<file path="src/rtl/mod_updown_counter_pkg.sv">
// Shared definitions for the modulo-N up/down counter: direction encoding,
// constant helpers and the parameter legality rule.
package mod_updown_counter_pkg;

  typedef enum logic {
    DIR_DN = 1'b0,
    DIR_UP = 1'b1
  } dir_e;

  function automatic int unsigned clog2(input longint unsigned v);
    int unsigned      r;
    longint unsigned  x;
    r = 0;
    x = 1;
    while (x < v) begin
      x = x << 1;
      r = r + 1;
    end
    return r;
  endfunction

  function automatic bit params_ok(input int unsigned     width,
                                   input longint unsigned modulus,
                                   input int unsigned     prescale);
    return (width >= 1) && (width <= 32) &&
           (modulus >= 2) && (modulus <= (64'd1 << width)) &&
           (prescale >= 1) && (prescale <= 65536);
  endfunction

endpackage

</file>
<file path="src/rtl/mod_updown_counter_if.sv">
// Control/status bundle of one counter stage; the counter is the slave side.
interface mod_updown_counter_if #(
  parameter int unsigned WIDTH = 4
);
  logic             en;
  logic             up_dn;
  logic             clr;
  logic             load;
  logic [WIDTH-1:0] load_val;
  logic [WIDTH-1:0] q;
  logic             tc;
  logic             carry_out;
  logic             wrap;
  logic             load_err;

  modport master (
    output en, up_dn, clr, load, load_val,
    input  q, tc, carry_out, wrap, load_err
  );

  modport slave (
    input  en, up_dn, clr, load, load_val,
    output q, tc, carry_out, wrap, load_err
  );
endinterface

</file>
<file path="src/rtl/mod_updown_counter_prescaler_tick.sv">
// Divides enabled cycles by PRESCALE; tick marks the last enabled cycle of each period.
module mod_updown_counter_prescaler_tick
  import mod_updown_counter_pkg::*;
#(
  parameter int unsigned PRESCALE = 1
) (
  input  logic clk,
  input  logic reset,
  input  logic en,
  input  logic sync_clr,
  output logic tick
);

  if (PRESCALE == 1) begin : g_bypass
    logic w_unused;
    assign w_unused = ^{clk, reset, sync_clr};
    assign tick     = en;
  end else begin : g_count
    localparam int unsigned    PW   = clog2(PRESCALE);
    localparam logic [PW-1:0]  LAST = PW'(PRESCALE - 1);

    logic [PW-1:0] r_psc;

    always_ff @(posedge clk or negedge reset) begin
      if (!reset) begin
        r_psc <= '0;
      end else if (sync_clr) begin
        r_psc <= '0;
      end else if (en) begin
        r_psc <= (r_psc == LAST) ? '0 : r_psc + PW'(1);
      end
    end

    assign tick = en & (r_psc == LAST);
  end

endmodule

</file>
<file path="src/rtl/mod_updown_counter.sv">
// Synchronous modulo-MODULUS up/down counter with prescaler, clear, checked load,
// terminal count and cascade carry.
module mod_updown_counter
  import mod_updown_counter_pkg::*;
#(
  parameter int unsigned     WIDTH    = 4,
  parameter longint unsigned MODULUS  = 16,
  parameter int unsigned     PRESCALE = 1
) (
  input  logic                 clk,
  input  logic                 reset,
  mod_updown_counter_if.slave  bus
);

  if (!params_ok(WIDTH, MODULUS, PRESCALE)) begin : g_bad_params
    $error("mod_updown_counter: illegal WIDTH/MODULUS/PRESCALE combination");
  end

  // LAST is all-ones when MODULUS == 2**WIDTH, so one compare covers both cases.
  localparam logic [WIDTH-1:0] LAST = WIDTH'(MODULUS - 64'd1);

  logic             w_tick;
  logic             w_sync_clr;
  logic             w_at_last;
  logic             w_at_zero;
  logic             w_load_ok;
  logic             w_tc;
  dir_e             w_dir;
  logic [WIDTH-1:0] r_q;
  logic             r_wrap;
  logic             r_load_err;

  assign w_sync_clr = bus.clr | bus.load;
  assign w_dir      = dir_e'(bus.up_dn);
  assign w_at_last  = (r_q == LAST);
  assign w_at_zero  = (r_q == '0);
  assign w_load_ok  = (bus.load_val <= LAST);
  assign w_tc       = (w_dir == DIR_UP) ? w_at_last : w_at_zero;

  mod_updown_counter_prescaler_tick #(
    .PRESCALE (PRESCALE)
  ) u_psc (
    .clk      (clk),
    .reset    (reset),
    .en       (bus.en),
    .sync_clr (w_sync_clr),
    .tick     (w_tick)
  );

  always_ff @(posedge clk or negedge reset) begin
    if (!reset) begin
      r_q        <= '0;
      r_wrap     <= 1'b0;
      r_load_err <= 1'b0;
    end else begin
      r_wrap     <= 1'b0;
      r_load_err <= 1'b0;
      if (bus.clr) begin
        r_q <= '0;
      end else if (bus.load) begin
        r_q        <= w_load_ok ? bus.load_val : LAST;
        r_load_err <= ~w_load_ok;
      end else if (w_tick) begin
        if (w_dir == DIR_UP) begin
          r_q    <= w_at_last ? '0 : r_q + WIDTH'(1);
          r_wrap <= w_at_last;
        end else begin
          r_q    <= w_at_zero ? LAST : r_q - WIDTH'(1);
          r_wrap <= w_at_zero;
        end
      end
    end
  end

  assign bus.q         = r_q;
  assign bus.tc        = w_tc;
  assign bus.carry_out = w_tc & w_tick;
  assign bus.wrap      = r_wrap;
  assign bus.load_err  = r_load_err;

endmodule

</file>
<file path="src/flat_wrapper.sv">
// flat-port wrapper written by rule: the top's interface ports become plain ports
module mod_updown_counter_flat import mod_updown_counter_pkg::*;
#(
  parameter int unsigned     WIDTH    = 4,
  parameter longint unsigned MODULUS  = 16,
  parameter int unsigned     PRESCALE = 1
)
  (clk, reset, bus_en, bus_up_dn, bus_clr, bus_load, bus_load_val, bus_q, bus_tc, bus_carry_out, bus_wrap, bus_load_err);
  mod_updown_counter_if #(.WIDTH(WIDTH)) bus_i ();
  input  logic clk;
  input  logic reset;
  input wire logic [$bits(bus_i.en)-1:0] bus_en;
  input wire logic [$bits(bus_i.up_dn)-1:0] bus_up_dn;
  input wire logic [$bits(bus_i.clr)-1:0] bus_clr;
  input wire logic [$bits(bus_i.load)-1:0] bus_load;
  input wire logic [$bits(bus_i.load_val)-1:0] bus_load_val;
  output wire logic [$bits(bus_i.q)-1:0] bus_q;
  output wire logic [$bits(bus_i.tc)-1:0] bus_tc;
  output wire logic [$bits(bus_i.carry_out)-1:0] bus_carry_out;
  output wire logic [$bits(bus_i.wrap)-1:0] bus_wrap;
  output wire logic [$bits(bus_i.load_err)-1:0] bus_load_err;
  assign bus_i.en = bus_en;
  assign bus_i.up_dn = bus_up_dn;
  assign bus_i.clr = bus_clr;
  assign bus_i.load = bus_load;
  assign bus_i.load_val = bus_load_val;
  assign bus_q = bus_i.q;
  assign bus_tc = bus_i.tc;
  assign bus_carry_out = bus_i.carry_out;
  assign bus_wrap = bus_i.wrap;
  assign bus_load_err = bus_i.load_err;
  mod_updown_counter #(.WIDTH(WIDTH), .MODULUS(MODULUS), .PRESCALE(PRESCALE)) u_core (.clk(clk), .reset(reset), .bus(bus_i));
endmodule
</file>
<file path="config.mk">
export PLATFORM = sky130hd
export DESIGN_NAME = mod_updown_counter_flat
export DESIGN_NICKNAME = d
export VERILOG_FILES = /design/src/rtl/mod_updown_counter_pkg.sv /design/src/rtl/mod_updown_counter_if.sv /design/src/rtl/mod_updown_counter_prescaler_tick.sv /design/src/rtl/mod_updown_counter.sv /design/src/flat_wrapper.sv
export SDC_FILE = /design/constraint.sdc
export NUM_CORES = 1
export LEC_CHECK = 0
export CAP_MARGIN = 20
export CORE_AREA = 4 4 41 43
export DETAILED_ROUTE_END_ITERATION = 6
export DIE_AREA = 0 0 45 47
export GPL_TIMING_DRIVEN = 1
export PLACE_DENSITY = 0.67
export SETUP_SLACK_MARGIN = 0.05
export SLEW_MARGIN = 0
export SYNTH_ARGS = -nofsm -noshare
export SYNTH_HDL_FRONTEND = slang
export SYNTH_SLANG_ARGS = --single-unit
</file>
<file path="constraint.sdc">
create_clock -name clk -period 4.03 [get_ports clk]
set_input_delay 0.403 -clock clk [delete_from_list [all_inputs] [get_ports clk]]
set_output_delay 0.403 -clock clk [all_outputs]
set_load 0.01 [all_outputs]
</file>
Yosys cells after proc, flatten, opt, wreduce, memory -nomap -nowiden
Index checks and enable logic that the tools add are counted.

Register bits: 6. Bits of input ports: 10. Output and inout bits: 8. Word-level logic and storage cells: 24.

Add/sub/neg operators: 2. Magnitude comparators: 1. Equality and inequality tests: 1. Muxes and demuxes: 13. Bitwise logic cells: 2. Reduce and logical (&&, ||, !) cells: 2.

Operator list (number): $mux 4 (7); $mux 1 (6); $add 4x1->4 const B (1); $eq 4x4->1 const B (1); $le 4x4->1 const B (1); $logic_not 4->1 (1); $sub 4x1->4 const B (1); $reduce_bool 3->1 (1); $and 1x1->1 (1); $not 1->1 (1).

Longest topological paths before layout
Gate-level depths: netlist of run 1.

Word-level depth: 6. Depth in mapped cells: 6. Depth with buffers taken out: 6.

Cells and area by module
A second synthesis of run 1 with hierarchy kept.

Cells, all modules: 51. Area total of the unflattened synthesis: 424.2 um^2.

Modules (own cells, without submodules): mod_updown_counter (instances 1, cells each 50, area each 416.6 um^2, seq. area each 125.1 um^2); mod_updown_counter_prescaler_tick (instances 1, cells each 1, area each 7.5 um^2, seq. area each 0.0 um^2).

Worst setup path before layout of run 1
Ideal clock, no wire load.

Path type: reg-to-output. From: register u_core.r_q[0], in the netlist u_core.bus.q[0]. To: output bus_carry_out. Data arrival time: 1.465 ns. Required time: 3.627 ns. Path slack: 2.162 ns. Cell stages (with the launch flop): 6. Path buffers: 0. Path through: dfrtp_1 inv_1 ha_1 or3b_4 o21ai_2 and2_2.

Longest elaborated chain between the ends: 3. Elaborated cells on any way between the ends: 4. Classes of those cells: eq/ne: 1; mux: 1; bitwise: 1; reduce/logical: 1.

RTL lines: start: declaration (RTL line mod_updown_counter.sv:29) `logic [WIDTH-1:0] r_q;`; start signal: assignment (RTL line mod_updown_counter.sv:61) `r_q <= w_load_ok ? bus.load_val : LAST;`; start signal: assignment (RTL line mod_updown_counter.sv:65) `r_q <= w_at_last ? '0 : r_q + WIDTH'(1);`; start signal: assignment (RTL line mod_updown_counter.sv:68) `r_q <= w_at_zero ? LAST : r_q - WIDTH'(1);`; $eq 4x4->1 or $logic_not 4->1 (tied branches) (RTL line mod_updown_counter.sv:35, mod_updown_counter.sv:36); $mux 1 * (RTL line mod_updown_counter.sv:38) `assign w_tc = (w_dir == DIR_UP) ? w_at_last : w_at_zero;`; net bus_tc (RTL line flat_wrapper.sv:18) `output wire logic [$bits(bus_i.tc)-1:0] bus_tc;`; $and 1x1->1 * (RTL line mod_updown_counter.sv:77) `assign bus.carry_out = w_tc & w_tick;`; end: declaration (RTL line flat_wrapper.sv:19) `output wire logic [$bits(bus_i.carry_out)-1:0] bus_carry_out;`.

Mark *: on every way through the listed nets, which the timed path passes. The rest lies on a longest branch.

Final worst setup path of run 1
From: register u_core.r_q[0], in the netlist u_core.bus.q[0]. To: output bus_carry_out.

Longest elaborated chain between the ends: 3. Elaborated cells on any way between the ends: 4. Classes of those cells: eq/ne: 1; mux: 1; bitwise: 1; reduce/logical: 1.

RTL lines (RTL line): $eq 4x4->1 or $logic_not 4->1 (tied branches) (mod_updown_counter.sv:35, mod_updown_counter.sv:36); $mux 1 * (mod_updown_counter.sv:38); $and 1x1->1 * (mod_updown_counter.sv:77).

Mark *: on every way between the ends. The rest lies on a longest branch, timed or not.

==> run metrics, run 1 <==
RR Endpoint u_core.bus.q[0]; Critical Path Max Stage Delay 0.54 ns; crit path to bus_carry_out; Max Fanout on Critical Path 9; status finished, final reports clean; clock-pin slew on the worst setup and hold paths 0.04 ns; Area Overhead vs Synth 42.7%; post-synth net total 61; GRT Total Usage 0.0960; area share of and/or/nand/nor cells after synthesis 0.184; Slowest-stage cell, CP clkdlybuf4s50_1; Detail Route Antenna Nets 0; Starting Density 0.329; combinational cell fraction of total power 0.316; DP HPWL 795 um; clock power share 0.327; final setup vio count 0; worst r2r src u_core.bus.q[0]; P_int 0.122 mW; initial antenna violation count 0; fin crit period 2.62 ns; Setup crit end kind output port; post-route cell area 611 um^2; CTS Root Cell clkbuf_4; final hold viol count 0; Die Y 47 um; Yosys reg bits 5; PwrDens 278 nW/um^2; number of buffer cells added on primary ports 16; Placed Cells 77; critical path type reg2out; multiplexer share of the synthesized area 0.0468; switching share of power 0.282; Synth Area in Adders 0.0585; total power 0.170 mW; r2r setup slk 2.31 ns; max-slew violations 0; proportion of layout cells with a drive suffix above 1 0.136; complex-gate fraction of the synthesized area 0.263; clk buf depth 2; GPL Wtd Cong 0.638; first-pass GRT wire length 1.48 mm; clk sink count 5; Syn. warnings 0; hold crit path type in2async; Synth Area in XOR/XNOR 0.0409; Sw Pwr 0.0480 mW; routed wire length 956 um; Via Count 417; Post-Synthesis Cells 49; maximum VDD drop 0.180 mV; combinational family with the most area after synthesis compound AO/OA/AOI/OAI gates; RSZ-0062 raised after global routing no; reg2reg path depth 6; cells along the critical path inv_1, ha_1, or3b_4, o21ai_2, and2_2, clkdlybuf4s50_1; Min Hold Slack 0.394 ns; Chip Width 45 um; synth unique cells 30; number of global-route vias before repair 368; synthesized cell area 428 um^2; Syn Area/Cell 8.73 um^2; WL/cell 11.8 um; CTS tree yes; total congestion overflow 0; Tcrit/Tclk final 0.651; Die ar. 2120 um^2; Leak Pwr 0.253 nW; sum of negative setup slack 0 ns; via/cell ratio 5.15; CP startpoint u_core.bus.q[0]; Req. time, crit path 3.63 ns; I/O pin count 18; Clock Latency Late Sink 0.24 ns; clock buffer count from CTS 3; max-cap viol count 0; critical path arrival 2.22 ns; Site Rows 13; Seq/Total Area, Yosys 0.292; hold buffers post-CTS 0; fin nets 79; f_max 381 MHz; Placed Area 584 um^2; crit path launch type flop; First-pass DRT Iterations 4; final std cells w/o fill 81; skew final 0.00275 ns; largest net degree at the start of global routing 11; postcts setup bufs 0; n_diodes 0; H-tree depth 1; Resize count post-CTS 0; 1st-iter DRT viols 4; sequential share of power 0.357; Core ar. 1300 um^2; DRC 0
[layout by cell type (no fill, tap or decap), types with 2 or more instances in the layout]
master,count
xnor2_1,2
nor2_1,2
inv_1,5
nor3_1,2
a21oi_1,5
ha_1,2
mux2i_1,2
clkdlybuf4s50_1,16
o21ai_0,2
dfrtp_1,5
nor2b_1,2
clkbuf_4,3
[metal layers]
layer	track usage	wire, um	vias to the layer above
li1	-	-	208
met1	0.115	398	192
met2	0.167	505	17
met3	0.0115	52	0
met4	0.0526	0	0
met5	0	0	-
[layout make-up]
type	count	area, um^2
clock buffer	4	26.3
fill	139	691
inverter	6	22.5
multi-input combinational	35	258
sequential	5	125
tap	15	18.8
timing repair buffer	16	160
[worst max-delay path: cells and delay by family (launching register included)]
kind            cells  cell delay [ns]
buf+inv             2             0.65
simple gates        2             0.55
flops               1             0.46
fa+ha+maj           1             0.19
compound gates      1             0.13
[through the flow]
step / utilization / setup slack (ns)
finish: 0.469 / 1.41
global route: 0.469 / 1.30
CTS: 0.469 / 1.38
detailed placement: 0.449 / 1.40
global placement: 0.449 / 1.45
floorplan: - / 2.16
[registers in the layout, indices dropped and copies added (netlist names)]
register,flops
u_core.bus.q,4
u_core.bus.wrap,1
[power by group through the flow]
stage	Combinational, mW	Clock (mW)	Sequential, mW
floorplan	0.0295	0	0.0614
global placement	0.0535	0	0.0613
detailed placement	0.0539	0	0.0611
CTS	0.0542	0.0587	0.0605
global route	0.0588	0.0620	0.0615
finish	0.0537	0.0555	0.0606
[cells in the mapped netlist (all sizes together)]
master	n	share of area
nand2	1	0.0088
a21oi	5	0.058
nor2b	2	0.029
or4	1	0.018
o21bai	1	0.018
a31oi	1	0.015
clkbuf	1	0.0088
and2	1	0.018
o21ai	4	0.056
nor2	2	0.018
mux2i	2	0.047
o21a	1	0.018
or3b	1	0.026
nor3	2	0.023
a311oi	1	0.020
xnor2	2	0.041
inv	6	0.053
ha	2	0.058
a21boi	1	0.018
buf	2	0.044
dfrtp	5	0.29
conb	1	0.0088
nor3b	1	0.029
nand4	1	0.015
o41a	1	0.026
a221oi	1	0.035
[kinds of logic (layout without fill, tap and decap cells)]
group           after synthesis  in the layout
fa+ha+maj                     2              2
xor+xnor                      2              2
mux                           2              2
buf+inv                       9             26
flops                         5              5
other cells                   1              1
compound gates               16             16
simple gates                 12             12
[worst min path at each step]
stage                      endpoint  slack [ns]  cells past startpoint
floorplan           u_core.bus.q[0]        0.11                      0
global placement    u_core.bus.q[2]        0.64                      1
detailed placement  u_core.bus.q[1]        0.65                      1
CTS                 u_core.bus.q[1]        0.39                      1
global route        u_core.bus.q[1]        0.40                      1
finish              u_core.bus.q[1]        0.39                      1
Power figures use the tool's default switching activity.
==> run 2: changes to the inputs <==
Settings changed: PLACE_DENSITY 0.67 to 0.7.
Clock period 4.03 ns to 2.4 ns, I/O delays scaled along.
==> run metrics, run 2 (synthesized netlist as in run 1, its figures left out) <==
status finished, final reports clean; r2r setup slk 0.83 ns; f_max 462 MHz; worst path bufs/invs 2; Crit path depth 5; Detail Route Antenna Nets 0; max reg flops 4; Top Family by Delay on Critical Path buffers and inverters; Starting Density 0.329; CTS tree yes; Slowest-stage cell, CP clkdlybuf4s50_1; maximum VDD drop 0.267 mV; largest net degree at the start of global routing 11; Chip Width 45 um; n_diodes 0; Clock Latency Late Sink 0.25 ns; GPL Wtd Cong 0.687; Tcrit/Tclk final 0.902; crit path to bus_tc; final hold viol count 0; WL/cell 11.8 um; Site Rows 13; RR Endpoint u_core.bus.q[0]; clock buffer count from CTS 3; Leak Pwr 0.273 nW; Area Overhead vs Synth 47.7%; max-slew violations 0; Max Fanout on Critical Path 3; Core ar. 1300 um^2; crit path launch type flop; number of global-route vias before repair 366; # fillers 149; DP HPWL 820 um; Critical Path Max Stage Delay 0.55 ns; CP startpoint u_core.bus.q[1]; clock-pin slew on the worst setup and hold paths 0.04 ns; hold buffers post-CTS 0; Resize count post-CTS 1; postcts setup bufs 0; fin nets 82; final setup vio count 0; proportion of layout cells with a drive suffix above 1 0.174; routed wire length 995 um; max-cap viol count 0; number of buffer cells added on primary ports 16; hold crit path type in2async; cells along the critical path inv_1, ha_1, or3b_4, o21ai_2, clkdlybuf4s50_1; 1st-iter DRT viols 4; sum of negative setup slack 0 ns; worst r2r src u_core.bus.q[1]; most frequent cells in the layout clkdlybuf4s50_1 (15), inv_1 (5), a21oi_1 (5), dfrtp_1 (5); first-pass GRT wire length 1.59 mm; I/O pin count 18; initial antenna violation count 0; clk sink count 5; Setup crit end kind output port; Placed Area 607 um^2; Die ar. 2120 um^2; Die Y 47 um; post-route cell area 632 um^2; Via Count 396; H-tree depth 1; Req. time, crit path 2.16 ns; critical path type reg2out; skew final 0.00130 ns; PwrDens 469 nW/um^2; critical path arrival 1.93 ns; reg2reg path depth 6; GRT Total Usage 0.107; RSZ-0062 raised after global routing no; clk buf depth 2; most common cell after layout, fill and taps aside clkdlybuf4s50_1; CTS Root Cell clkbuf_4; First-pass DRT Iterations 4; total congestion overflow 0; fin crit period 2.17 ns; DRC 0; via/cell ratio 4.71
-- run 2: cell types whose count changed in the layout (fill, tap and decap cells not counted), sizes merged --
cell | before | now
clkdlybuf4s50 | 16 | 15
dlygate4sd2 | 0 | 1
buf | 0 | 3
-- run 2: how the worst min path moves through the flow --
stage	startpoint	end	cells past startpoint
6_report	reset	u_core.bus.q[3]	1
5_1_grt	reset	u_core.bus.q[2]	1
4_1_cts	reset	u_core.bus.q[2]	1
3_5_place_dp	reset	u_core.bus.q[2]	1
3_3_place_gp	reset	u_core.bus.q[2]	1
2_1_floorplan	reset	u_core.bus.q[0]	0
-- run 2: worst reg2reg max path, delay by kind of cell (launching register included) --
family / cells / cell delay (ns)
DFF: 1 / 0.37
AOI/OAI and AO/OA: 3 / 0.47
and+or+nand+nor: 1 / 0.39
buffers and inverters: 1 / 0.07
adders and majority gates: 1 / 0.17
-- run 2: power breakdown --
part           leakage (nW)  switching [mW]  internal, mW
clock network        0.0150          0.0368        0.0630
logic                 0.192          0.0441        0.0554
registers            0.0655         0.00679        0.0903
total                 0.273          0.0877         0.209
-- run 2: metrics by stage --
stage	std cells	setup WS [ns]	utilization	power, mW	hold slack (ns)
after global placement	80	0.278	0.466	0.198	0.479
after global routing	84	0.113	0.486	0.314	0.223
after floorplan	49	0.695	-	0.153	-0.0556
after detailed placement	80	0.250	0.466	0.199	0.482
after CTS	84	0.211	0.486	0.302	0.216
final	84	0.234	0.486	0.296	0.218
-- run 2: layout make-up --
class / count / area [um^2] / share of cell area
well taps: 15 / 18.8 / 0.0297
clock buffers: 4 / 26.3 / 0.0416
repair buffers: 19 / 181 / 0.287
inverters: 6 / 22.5 / 0.0356
flip-flops and latches: 5 / 125 / 0.198
multi-input cells: 35 / 258 / 0.408
-- run 2: layer usage --
layer / track usage / vias up / routed length [um]
met5: 0 / - / 0
li1: - / 210 / -
met1: 0.122 / 171 / 404
met2: 0.175 / 12 / 504
met4: 0.0877 / 0 / 32
met3: 0.0192 / 3 / 53
==> run 3: changes to the inputs <==
Settings changed: SKIP_LAST_GASP from default to 1, SLEW_MARGIN 0 to default.
==> results of run 3 <==
Same layout as run 2: the final DEF is identical, and so are final timing and power.
